[src/rtl/m_dram_tester.sv]
`default_nettype none
// ============================================================================
// Module : m_dram_tester
// Brief  : MIG app-interface pattern writer / read-verifier with error count,
//          first-error address and read-data checksum.
// Rev    : 1.0  initial release
// ============================================================================
module m_dram_tester #(
  parameter int ADDR_W  = 27,
  parameter int DATA_W  = 128,
  parameter int STEP    = 8,
  parameter int MAX_OUT = 4
) (
  input  logic                  w_clk,
  input  logic                  w_rst,
  input  logic                  w_calib,
  input  logic                  w_start,
  input  logic [1:0]            w_mode,
  input  logic [ADDR_W-1:0]     w_base,
  input  logic [23:0]           w_count,
  input  logic [31:0]           w_seed,
  output logic [ADDR_W-1:0]     r_app_addr,
  output logic [2:0]            r_app_cmd,
  output logic                  r_app_en,
  output logic [DATA_W-1:0]     r_app_wdf_data,
  output logic                  r_app_wdf_wren,
  output logic                  r_app_wdf_end,
  output logic [DATA_W/8-1:0]   r_app_wdf_mask,
  input  logic                  w_app_rdy,
  input  logic                  w_app_wdf_rdy,
  input  logic                  w_app_rd_data_valid,
  input  logic [DATA_W-1:0]     w_app_rd_data,
  output logic                  r_busy,
  output logic                  r_done,
  output logic [31:0]           r_err_cnt,
  output logic [ADDR_W-1:0]     r_first_err_addr,
  output logic [31:0]           r_sum
);

  localparam int c_lanes = DATA_W / 32;

  typedef enum logic [2:0] {
    S_IDLE  = 3'd0,
    S_WRITE = 3'd1,
    S_READ  = 3'd2,
    S_DRAIN = 3'd3,
    S_DONE  = 3'd4
  } t_state;

  t_state              r_state;
  t_state              w_next;
  logic [1:0]          r_mode;
  logic [ADDR_W-1:0]   r_base;
  logic [23:0]         r_count;
  logic [31:0]         r_seed;
  logic [23:0]         r_issued;
  logic [ADDR_W-1:0]   r_addr;
  logic [ADDR_W-1:0]   r_exp_addr;
  logic [3:0]          r_outst;

  logic w_start_ok, w_en_acc, w_wr_acc, w_rd_acc, w_idle_req, w_all_issued;
  logic w_issue_wr, w_issue_rd, w_rd_valid, w_rd_match;

  function automatic logic [DATA_W-1:0] f_pattern(input logic [ADDR_W-1:0] addr,
                                                  input logic [31:0] seed);
    logic [DATA_W-1:0] v;
    logic [31:0]       b;
    b = 32'(addr) ^ seed;
    v = '0;
    for (int i = 0; i < c_lanes; i++) v[i*32 +: 32] = b + 32'(i);
    return v;
  endfunction

  assign r_app_wdf_end  = r_app_wdf_wren;
  assign r_app_wdf_mask = '0;

  assign w_start_ok   = w_start && w_calib && (w_mode != 2'd3) &&
                        (r_state == S_IDLE || r_state == S_DONE);
  assign w_en_acc     = r_app_en && w_app_rdy;
  assign w_wr_acc     = r_app_wdf_wren && w_app_wdf_rdy;
  assign w_rd_acc     = w_en_acc && (r_app_cmd == 3'b001);
  assign w_idle_req   = !r_app_en && !r_app_wdf_wren;
  assign w_all_issued = (r_issued == r_count);
  assign w_issue_wr   = (r_state == S_WRITE) && w_calib && w_idle_req && !w_all_issued;
  assign w_issue_rd   = (r_state == S_READ) && w_calib && !r_app_en && !w_all_issued &&
                        (r_outst < 4'(MAX_OUT));
  assign w_rd_valid   = w_app_rd_data_valid && (r_state == S_READ || r_state == S_DRAIN);
  assign w_rd_match   = (w_app_rd_data == f_pattern(r_exp_addr, r_seed));

  always_ff @(posedge w_clk) begin
    if (w_rst) r_state <= S_IDLE;
    else       r_state <= w_next;
  end

  // Transitions are frozen while calibration is low; handshakes still complete.
  always_comb begin
    w_next = r_state;
    case (r_state)
      S_IDLE, S_DONE: begin
        if (w_start_ok) begin
          if (w_count == 24'd0)    w_next = S_DONE;
          else if (w_mode == 2'd1) w_next = S_READ;
          else                     w_next = S_WRITE;
        end
      end
      S_WRITE: begin
        if (w_calib && w_idle_req && w_all_issued)
          w_next = (r_mode == 2'd2) ? S_READ : S_DONE;
      end
      S_READ: begin
        if (w_calib && !r_app_en && w_all_issued) w_next = S_DRAIN;
      end
      S_DRAIN: begin
        if (w_calib && r_outst == 4'd0) w_next = S_DONE;
      end
      default: w_next = S_IDLE;
    endcase
  end

  always_ff @(posedge w_clk) begin
    if (w_rst) begin
      r_mode           <= '0;
      r_base           <= '0;
      r_count          <= '0;
      r_seed           <= '0;
      r_issued         <= '0;
      r_addr           <= '0;
      r_exp_addr       <= '0;
      r_outst          <= '0;
      r_app_addr       <= '0;
      r_app_cmd        <= 3'b000;
      r_app_en         <= 1'b0;
      r_app_wdf_data   <= '0;
      r_app_wdf_wren   <= 1'b0;
      r_busy           <= 1'b0;
      r_done           <= 1'b0;
      r_err_cnt        <= '0;
      r_first_err_addr <= '0;
      r_sum            <= '0;
    end else if (w_start_ok) begin
      r_mode           <= w_mode;
      r_base           <= w_base;
      r_count          <= w_count;
      r_seed           <= w_seed;
      r_issued         <= '0;
      r_addr           <= w_base;
      r_exp_addr       <= w_base;
      r_outst          <= '0;
      r_err_cnt        <= '0;
      r_first_err_addr <= '0;
      r_sum            <= '0;
      r_busy           <= (w_count != 24'd0);
      r_done           <= (w_count == 24'd0);
    end else begin
      if (w_en_acc) r_app_en       <= 1'b0;
      if (w_wr_acc) r_app_wdf_wren <= 1'b0;

      if (w_issue_wr) begin
        r_app_en       <= 1'b1;
        r_app_wdf_wren <= 1'b1;
        r_app_cmd      <= 3'b000;
        r_app_addr     <= r_addr;
        r_app_wdf_data <= f_pattern(r_addr, r_seed);
        r_addr         <= r_addr + ADDR_W'(STEP);
        r_issued       <= r_issued + 24'd1;
      end

      if (w_issue_rd) begin
        r_app_en   <= 1'b1;
        r_app_cmd  <= 3'b001;
        r_app_addr <= r_addr;
        r_addr     <= r_addr + ADDR_W'(STEP);
        r_issued   <= r_issued + 24'd1;
      end

      // Verify pass of write-then-verify restarts the walk from the base.
      if (r_state == S_WRITE && w_next == S_READ) begin
        r_addr     <= r_base;
        r_exp_addr <= r_base;
        r_issued   <= '0;
      end

      if (w_rd_acc && !(w_rd_valid && r_outst != 4'd0)) r_outst <= r_outst + 4'd1;
      else if (!w_rd_acc && w_rd_valid && r_outst != 4'd0) r_outst <= r_outst - 4'd1;

      if (w_rd_valid) begin
        r_sum      <= r_sum + w_app_rd_data[31:0];
        r_exp_addr <= r_exp_addr + ADDR_W'(STEP);
        if (!w_rd_match) begin
          if (r_err_cnt != 32'hFFFF_FFFF) r_err_cnt <= r_err_cnt + 32'd1;
          if (r_err_cnt == 32'd0)         r_first_err_addr <= r_exp_addr;
        end
      end

      if (w_next == S_DONE && r_state != S_DONE) begin
        r_busy <= 1'b0;
        r_done <= 1'b1;
      end
    end
  end

endmodule
`default_nettype wire

[config.mk]
export PLATFORM = sky130hd
export DESIGN_NAME = m_dram_tester
export DESIGN_NICKNAME = d
export VERILOG_FILES = /design/src/rtl/m_dram_tester.sv
export SDC_FILE = /design/constraint.sdc
export NUM_CORES = 1
export LEC_CHECK = 0
export BUFFER_PORTS_ARGS = -buffer_cell sky130_fd_sc_hd__buf_2
export CAP_MARGIN = 10
export CORE_MARGIN = 10
export CORE_UTILIZATION = 40
export DETAILED_ROUTE_END_ITERATION = 10
export PLACE_DENSITY = 0.59
export SYNTH_ARGS = -nofsm -noshare
export SYNTH_HDL_FRONTEND = slang
export SYNTH_SLANG_ARGS = --single-unit
[constraint.sdc]
create_clock -name w_clk -period 5.7 [get_ports w_clk]
set_input_delay 1.14 -clock w_clk [delete_from_list [all_inputs] [get_ports w_clk]]
set_output_delay 1.14 -clock w_clk [all_outputs]
set_load 0.01 [all_outputs]
# After elaboration in Yosys (flattened, before gate mapping)
# Index checks and enable logic that the tools add are counted.
[word_totals]
ff_bits = 423
word_cells = 138
[op_classes]
magnitude_cmp = 1
bitwise = 4
n_addsub = 13
muxes = 32
eq_ne = 14
reduce_logical = 55
[ops]
columns = ["op", "n"]
rows = [
  ["27-bit 2-to-1 mux", 9],
  ["32-bit by 2-bit adder with 32-bit output, second input constant", 4],
  ["128-bit equality test", 1],
  ["32-bit by 1-bit adder with 32-bit output, second input constant", 3],
  ["27-bit by 32-bit XOR with 32-bit output", 2],
  ["27-bit by 4-bit adder with 27-bit output, second input constant", 2],
  ["24-bit 2-to-1 mux", 2],
  ["32-bit adder", 1],
  ["32-bit zero test", 1],
  ["32-bit != test, second input constant", 1],
  ["1-bit logical AND", 26],
  ["24-bit by 1-bit adder with 24-bit output, second input constant", 1],
  ["24-bit equality test", 1],
  ["24-bit zero test", 1],
  ["3-bit 2-to-1 mux", 8],
  ["24-bit nonzero test", 1],
  ["3-bit one-hot mux with 4 select lines", 1],
  ["3-bit by 2-bit equality test with 1-bit output, second input constant", 3],
  ["1-bit 2-to-1 mux", 9],
  ["4-bit 2-to-1 mux", 2],
  ["2-bit AND reduction", 4],
  ["2-bit nonzero test", 4],
  ["4-bit nonzero test", 2],
  ["3-bit by 1-bit equality test with 1-bit output, second input constant", 2],
  ["other kinds (18)", 28],
]

# Logic depth before layout (Yosys ltp)
# Gate-level depths: netlist (run 1).
[depth]
word_depth = 11
mapped_depth = 17
mapped_depth_nobuf = 15

# Worst setup path before layout (run 1)
# Ideal clock, no wire load.
[synth_path]
path_type = "in2reg"
start = "in w_app_rd_data[3]"
end = "reg r_sum[31]"
arrival_ps = 4069
setup_time_ps = 71
path_stages = 13
required_time_ps = 5629
slack_ps = 1560
path_cell_list = "ha_1 -> o21ai_0 -> o211ai_1 -> nand3_1 -> o311ai_0 -> o221a_2 -> a41oi_1 -> a211oi_1 -> a21o_1 -> a21oi_1 -> xor2_1 -> or3_1 -> a21oi_1"
[synth_between]
elab_chain_len = 1
[synth_rtl]
columns = ["element", "line_no", "rtl"]
rows = [
  ["start: declaration", "32", "input logic [DATA_W-1:0] w_app_rd_data,"],
  ["32-bit adder", "187", "r_sum <= r_sum + w_app_rd_data[31:0];"],
  ["end signal: assignment", "187", ""],
  ["end: declaration", "37", "output logic [31:0] r_sum"],
]
# Every way passes these cells.
# A chain may end at the register's enable or synchronous reset.

# Final worst setup path (run 1)
[layout_path]
start = "reg r_exp_addr[2]"
end = "reg r_err_cnt[24]"
[layout_between]
elab_chain_len = 5
[layout_rtl]
columns = ["element", "line_no", "rtl"]
rows = [
  ["start: declaration", "58", "logic [ADDR_W-1:0] r_exp_addr;"],
  ["start signal: assignment", "147", "r_exp_addr <= w_base;"],
  ["start signal: assignment", "179", "r_exp_addr <= r_base;"],
  ["start signal: assignment", "188", "r_exp_addr <= r_exp_addr + ADDR_W'(STEP);"],
  ["27-bit by 32-bit XOR with 32-bit output (*)", "68", "b = 32'(addr) ^ seed;"],
  ["32-bit by 1-bit adder with 32-bit output / 32-bit by 2-bit adder with 32-bit output (equally long branches)", "70", "for (int i = 0; i < c_lanes; i++) v[i*32 +: 32] = b + 32'(i);"],
  ["128-bit equality test (*)", "88", "assign w_rd_match = (w_app_rd_data == f_pattern(r_exp_addr, r_seed));"],
  ["1-bit inverter (no source line) (*)", "--", ""],
  ["3-bit AND reduction (no source line) (*)", "--", ""],
  ["end signal: assignment", "190", "if (r_err_cnt != 32'hFFFF_FFFF) r_err_cnt <= r_err_cnt + 32'd1;"],
  ["end: declaration", "35", "output logic [31:0] r_err_cnt,"],
]
# Every way passes the cells marked *; elsewhere a longest branch is shown, timed or not.

==> results.toml, run 1 <==
[final_layout]
layout-area-overhead-vs-synth_pct = 20.29
final_cells = 4579
fin_util_pct = 48.82
drive_gt1_share_pct = 20.27
nNetsFinal = 3963

[sta]
tightest_slew_ns = 1.248
setup_viol = 0
setup-tns-final_ns = 0
rsz0062_at_grt = "no"
hold_viol_final = 0
fmax_mhz = 194.6
period_needed_ns = 5.139
slew_viol_final = 0
final.period_utilization_pct = 90.16
max-slew-margin-rel_pct = 16.05
fin_skew_ns = 0.03286

[floorplanning]
initial_core_util_pct = 40.58
row_count = 91
core_area_mm2 = 0.06194
die_area_mm2 = 0.07327
die_height_um = 270.7
ios = 490
die_x_um = 270.7

[worst_hold_path]
hold_start = "r_app_wdf_data[76]$_SDFFE_PP0P_"
hold_class = "register to register"
whs_path_depth = 2
hold_path_end = "r_app_wdf_data[76]$_SDFFE_PP0P_"

[synth]
yosysUniqueCellTypes = 86
syn_inst = 3267
synth-simple-area-share_pct = 27.07
ys_seq_area_share_pct = 33.37
synth_flop_cell = "dfxtp_1"
synth_fa_ha_area_share_pct = 2.399
syn_area_mm2 = 0.02514
synthTopCellsByCount = "nand2_1, dfxtp_1, nor2_1"
async_reset_ff_share_pct = 0
synth_top_area_cell = "dfxtp_1"
synth_xor_area_share_pct = 14.40
yosys_warnings = 0
synthTopCellsByArea = "dfxtp_1, xnor2_1, nand2_1"
synthMuxAreaShare_pct = 1.633
synth_most_common_cell = "nand2_1"
ys_ff_latch = 419
yosysTopAreaCellShare_pct = 33.37
postSynthAreaPerCell_um2 = 7.694
synth_edf_count = 0
synth_top_family_by_area = "simple AND/OR/NAND/NOR gates"
synth_compound_area_share_pct = 16.65

[worst_setup_path]
max_stage_delay_ns = 0.62
slowest_stage = "a2111oi_1"
required_ns = 6.23
cp-start-kind = "register"
worstRegToRegCells = 15
path_cells = "xnor2_1 > clkinv_1 > ha_1 > a31oi_1 > or3_1 > o31ai_1 > a2111oi_1 > nand4_1 > nor4_2 > nand4_2 > nor2_8 > buf_4 > nor3_2 > nand3_1 > mux2i_1"
endpoint_kind = "register"
r2r_slack_ns = 0.56
crit_arrival_ns = 5.67
critical_path_buf_inv_count = 2
r2r_end = "r_err_cnt[24]$_SDFFE_PP0P_"
crit_type = "register to register"
crit_fanout = 15
path_delay_family = "simple AND/OR/NAND/NOR gates"
r2r_start = "r_exp_addr[2]$_SDFFE_PP0P_"

[routing]
initialDrtViolationCount = 2661
ant_nets = 0
wl_mm = 111.7
route.detailed.drc = 0
drt_first_pass_iters = 8
route.vias.total = 25980
avgRoutedWirePerCell_um = 24.39
viasPerCell = 5.673

[clocking]
cts.path.max_buffers = 3
cts_setup_buffers = 0
cts-root-buf = "clkbuf_16"
postCtsHoldBufs = 0
clk_latency_ns = 0.61
cts_sinks = 419
cts_buffers = 50
cts_tree = "done"
cts-resized-gates = 0
h-tree-depth = 2
clk_pin_slew_ns = 0.06

[pwr]
leakagePower_nw = 11.72
p_per_area_mw_per_mm2 = 255.5
peakVddDrop_mv = 0.1987

[global_routing]
first_global_vias = 24260
grt-ovfl-total = 0
antenna_found_initial = 13
track_usage_pct = 28.81
grt_pass1_wl_mm = 162.6
grt_max_degree = 198

[placement]
portBuffers = 471
placed_cells = 4481
gp_congestion = 1.013
dpl.hpwl_mm = 87.54

[run]
drv_cap = 0

[run_status]
outcome = "completed"
worst max-delay path by stage:
stage	from	to	slack (ns)	cells after the start
floorplan	w_app_rd_data[3]	r_sum[31]$_SDFFE_PP0P_	1.56	13
global placement	r_exp_addr[1]$_SDFFE_PP0P_	r_err_cnt[29]$_SDFFE_PP0P_	0.75	13
detailed placement	r_seed[1]$_SDFFE_PP0P_	r_err_cnt[29]$_SDFFE_PP0P_	0.75	13
CTS	r_seed[1]$_SDFFE_PP0P_	r_err_cnt[29]$_SDFFE_PP0P_	0.70	13
global route	r_exp_addr[2]$_SDFFE_PP0P_	r_err_cnt[14]$_SDFFE_PP0P_	0.26	15
finish	r_exp_addr[2]$_SDFFE_PP0P_	r_err_cnt[24]$_SDFFE_PP0P_	0.56	15
logic make-up (layout without fill, tap and decap cells):
group | count (synthesis) | after routing
xor gates and xnor gates | 409 | 409
adders and majority gates | 47 | 47
muxes | 41 | 41
and+or+nand+nor | 1427 | 1427
DFF | 419 | 419
buffers and inverters | 259 | 710
other | 1 | 25
AOI/OAI and AO/OA | 664 | 664
placed cells by master, fill, tap and decap left out, types with 9 or more instances in the layout:
cell type / Yosys / layout
and4_1: 15 / 15
nor2b_1: 9 / 9
nor3_1: 74 / 74
a21o_1: 20 / 19
clkinv_2: 0 / 13
nand3_2: 19 / 19
buf_4: 23 / 107
conb_1: 1 / 18
nand3_1: 125 / 125
a21oi_1: 281 / 280
and2_1: 17 / 16
and3_1: 46 / 46
a211oi_1: 58 / 58
dfxtp_1: 419 / 419
clkbuf_16: 0 / 51
mux2i_1: 41 / 41
or2_2: 9 / 9
inv_1: 35 / 35
buf_2: 16 / 470
clkbuf_1: 164 / 9
nand2b_1: 11 / 9
o2111ai_1: 11 / 11
nor2_1: 312 / 311
nor4_1: 65 / 65
o21ai_2: 24 / 24
o211ai_1: 26 / 26
xor2_1: 115 / 115
ha_1: 45 / 45
nand2_1: 548 / 546
nand4_1: 70 / 70
or4_1: 14 / 14
or3_1: 55 / 55
xnor2_1: 289 / 288
a31oi_1: 25 / 25
a311oi_1: 29 / 29
o21ai_0: 94 / 94
cell type report:
class / instances / area (µm²)
inverter: 38 / 142.6
sequential: 419 / 8388
clock buffer: 68 / 1420
fill: 6375 / 31700
timing repair buffer: 581 / 3231
multi-input combinational: 2606 / 15750
clock inverter: 23 / 245.2
tap: 837 / 1047
antenna: 7 / 17.52
worst register-to-register path, stage by stage (launching register included):
cell and delay (ns):
dfxtp_1 0.34, xnor2_1 0.53, clkinv_1 0.41, ha_1 0.32, a31oi_1 0.51, or3_1 0.35, o31ai_1 0.17, a2111oi_1 0.62
nand4_1 0.32, nor4_2 0.32, nand4_2 0.21, nor2_8 0.25, buf_4 0.29, nor3_2 0.12, nand3_1 0.14, mux2i_1 0.17
registers in the layout, indices dropped and copies added (netlist names):
register / count
r_app_cmd: 1
r_outst: 4
r_err_cnt: 32
r_count: 24
r_app_wdf_end: 1
r_busy: 1
r_app_addr: 27
r_done: 1
r_sum: 32
r_exp_addr: 27
r_issued: 24
r_first_err_addr: 27
r_app_wdf_data: 126
r_base: 27
r_state: 3
r_seed: 32
r_mode: 2
r_addr: 27
r_app_en: 1
stage by stage:
step | hold WS (ns) | power (mW) | setup WS, ns | area [µm²]
after floorplan | 0.4367 | 3.948 | 1.560 | 25200
after detailed placement | 0.4393 | 4.510 | 0.7527 | 28550
after global routing | 0.4631 | 8.008 | 0.2620 | 30230
final | 0.4458 | 7.725 | 0.5609 | 30240
after CTS | 0.4482 | 7.759 | 0.7036 | 30220
after global placement | 0.4369 | 4.518 | 0.7495 | 28550
routing by layer:
metal / GRT usage [%] / routed length (µm) / up-vias
met5: 0 / 95 / -
met4: 10.09 / 3896 / 16
met3: 6.307 / 9895 / 194
met2: 46.31 / 51100 / 1141
met1: 37.49 / 46700 / 12300
li1: - / - / 12320
power breakdown:
part	switching [mW]	leakage [nW]	internal [mW]
sequential	0.124	3.39	3.01
clock	1.32	0.823	1.93
combinational	0.868	7.51	0.470
Note: power is estimated with default switching activity, not from simulation.
==> run 2, diff against run 1 <==
--- a/config.mk
+++ b/config.mk
@@ -8,9 +8,9 @@
 export BUFFER_PORTS_ARGS = -buffer_cell sky130_fd_sc_hd__buf_2
 export CAP_MARGIN = 10
 export CORE_MARGIN = 10
-export CORE_UTILIZATION = 40
+export CORE_UTILIZATION = 50
 export DETAILED_ROUTE_END_ITERATION = 10
-export PLACE_DENSITY = 0.59
+export PLACE_DENSITY = 0.71
 export SYNTH_ARGS = -nofsm -noshare
 export SYNTH_HDL_FRONTEND = slang
 export SYNTH_SLANG_ARGS = --single-unit
==> run 2 against run 1 <==
Net effect: die area fell by 19%; register-to-register slack got worse by 0.09 ns; sequential share of layout area rose by 0.41 points; critical path type unchanged; critical endpoint is now r_err_cnt[15]$_SDFFE_PP0P_; largest power group is now registers; highest routed layer unchanged.
==> results.toml, run 2 (synthesis results as in run 1) <==
[global_routing]
track_usage_pct = 34.06
grt_max_degree = 214
grt-ovfl-total = 0
first_global_vias = 24480
antenna_found_initial = 9
grt_pass1_wl_mm = 156.8

[floorplanning]
die_height_um = 244.2
initial_core_util_pct = 50.31
die_x_um = 244.2
die_area_mm2 = 0.05964
row_count = 82
core_area_mm2 = 0.04997
ios = 490

[final_layout]
layout_common_cells = "nand2_1, buf_2, dfxtp_1, nor2_1, xnor2_1"
nNetsFinal = 3949
fin_area_mm2 = 0.02980
largest_register_ffs = 126
layout-area-overhead-vs-synth_pct = 18.55
drive_gt1_share_pct = 19.87
fillers = 4755
regMostFlops = "r_app_wdf_data"
fin_util_pct = 59.64
final_common_cell = "nand2_1"

[sta]
setup-tns-final_ns = 0
fmax_mhz = 191.1
fin_skew_ns = 0.04664
rsz0062_at_grt = "no"
setup_viol = 0
slew_viol_final = 0
hold_viol_final = 0
max-slew-margin-rel_pct = 17.61
tightest_slew_ns = 1.227
final.period_utilization_pct = 91.81
period_needed_ns = 5.233

[clocking]
clk_pin_slew_ns = 0.08
cts.path.max_buffers = 3
postCtsHoldBufs = 0
h-tree-depth = 2
cts_buffers = 46
cts_tree = "done"
cts_sinks = 419
clk_latency_ns = 0.62
cts_setup_buffers = 0
cts-resized-gates = 0
cts-root-buf = "clkbuf_16"

[routing]
route.detailed.drc = 0
initialDrtViolationCount = 2876
viasPerCell = 5.994
drt_first_pass_iters = 7
wl_mm = 107.2
avgRoutedWirePerCell_um = 24.41
route.vias.total = 26320
ant_nets = 0

[worst_setup_path]
endpoint_kind = "register"
required_ns = 6.18
crit_type = "register to register"
crit_arrival_ns = 5.71
cp-start-kind = "register"
crit_fanout = 13

[placement]
portBuffers = 471
dpl.hpwl_mm = 83.20
dpl_cell_area_mm2 = 0.02827
gp_congestion = 1.073

[pwr]
peakVddDrop_mv = 0.2317
leakagePower_nw = 11.58
p_per_area_mw_per_mm2 = 251.0

[run]
drv_cap = 0

[worst_hold_path]
hold_class = "register to register"

[run_status]
outcome = "completed"
[run 2: changes by cell type in the layout (fill, tap and decap cells not counted), sizes merged]
cell | before | now
buf | 581 | 571
bufinv | 4 | 3
clkbuf | 68 | 62
clkinv | 16 | 12
clkinvlp | 3 | 4
diode | 7 | 3
[run 2: path summary, 6_finish.rpt]
path,from,to,slack [ns],depth (start not counted)
min reg2reg,r_app_wdf_data[102]$_SDFFE_PP0P_,r_app_wdf_data[102]$_SDFFE_PP0P_,0.45,2
max reg2reg,r_seed[2]$_SDFFE_PP0P_,r_err_cnt[15]$_SDFFE_PP0P_,0.47,14
min,r_app_wdf_data[102]$_SDFFE_PP0P_,r_app_wdf_data[102]$_SDFFE_PP0P_,0.45,2
max,r_seed[2]$_SDFFE_PP0P_,r_err_cnt[15]$_SDFFE_PP0P_,0.47,14
[run 2: critical path, cell delays in order (launching register included)]
cell and delay [ns]:
dfxtp_1 0.35, xnor2_1 0.49, clkinv_1 0.39, ha_1 0.46
a31oi_1 0.67, nor4_1 0.29, and3_1 0.24, a211o_1 0.25
or4_1 0.40, nor4_1 0.38, nand4_1 0.17, or3_1 0.59
nand3_1 0.18, xor2_1 0.18, nor2_1 0.05
[run 2: layout make-up]
| cell class | instances | area, µm² | share of cell area (%) |
|---|---|---|---|
| clock buffers | 62 | 1291 | 4.333 |
| clock inverters | 19 | 225.2 | 0.7558 |
| flip-flops and latches | 419 | 8388 | 28.15 |
| well taps | 672 | 840.8 | 2.822 |
| multi-input cells | 2606 | 15740 | 52.81 |
| inverters | 38 | 142.6 | 0.4787 |
| diodes | 3 | 7.507 | 0.02519 |
| repair buffers | 571 | 3168 | 10.63 |
[run 2: where the power goes]
group / internal [mW] / total (mW) / leakage, nW / switching [mW]
registers: 3.01 / 3.14 / 3.39 / 0.126
clock network: 1.74 / 3.02 / 0.739 / 1.29
logic: 0.470 / 1.32 / 7.45 / 0.848
[run 2: per-stage QoR]
| stage | total power [mW] | instances | setup slack, ns | hold WS, ns |
|---|---|---|---|---|
| finish | 7.481 | 4390 | 0.4669 | 0.4453 |
| global placement | 4.476 | 4305 | 0.7233 | 0.4369 |
| detailed placement | 4.472 | 4305 | 0.6532 | 0.4376 |
| floorplan | 3.948 | 3284 | 1.560 | 0.4367 |
| global route | 7.725 | 4388 | 0.2471 | 0.4632 |
| CTS | 7.465 | 4386 | 0.6032 | 0.4481 |
[run 2: metal layers]
metal | routed length (µm) | GRT usage [%] | vias to the layer above
met5 | 64 | 0 | -
met4 | 5234 | 15.16 | 10
met3 | 11560 | 8.480 | 291
met2 | 47170 | 52.92 | 1426
met1 | 43130 | 44.03 | 12310
li1 | - | - | 12280
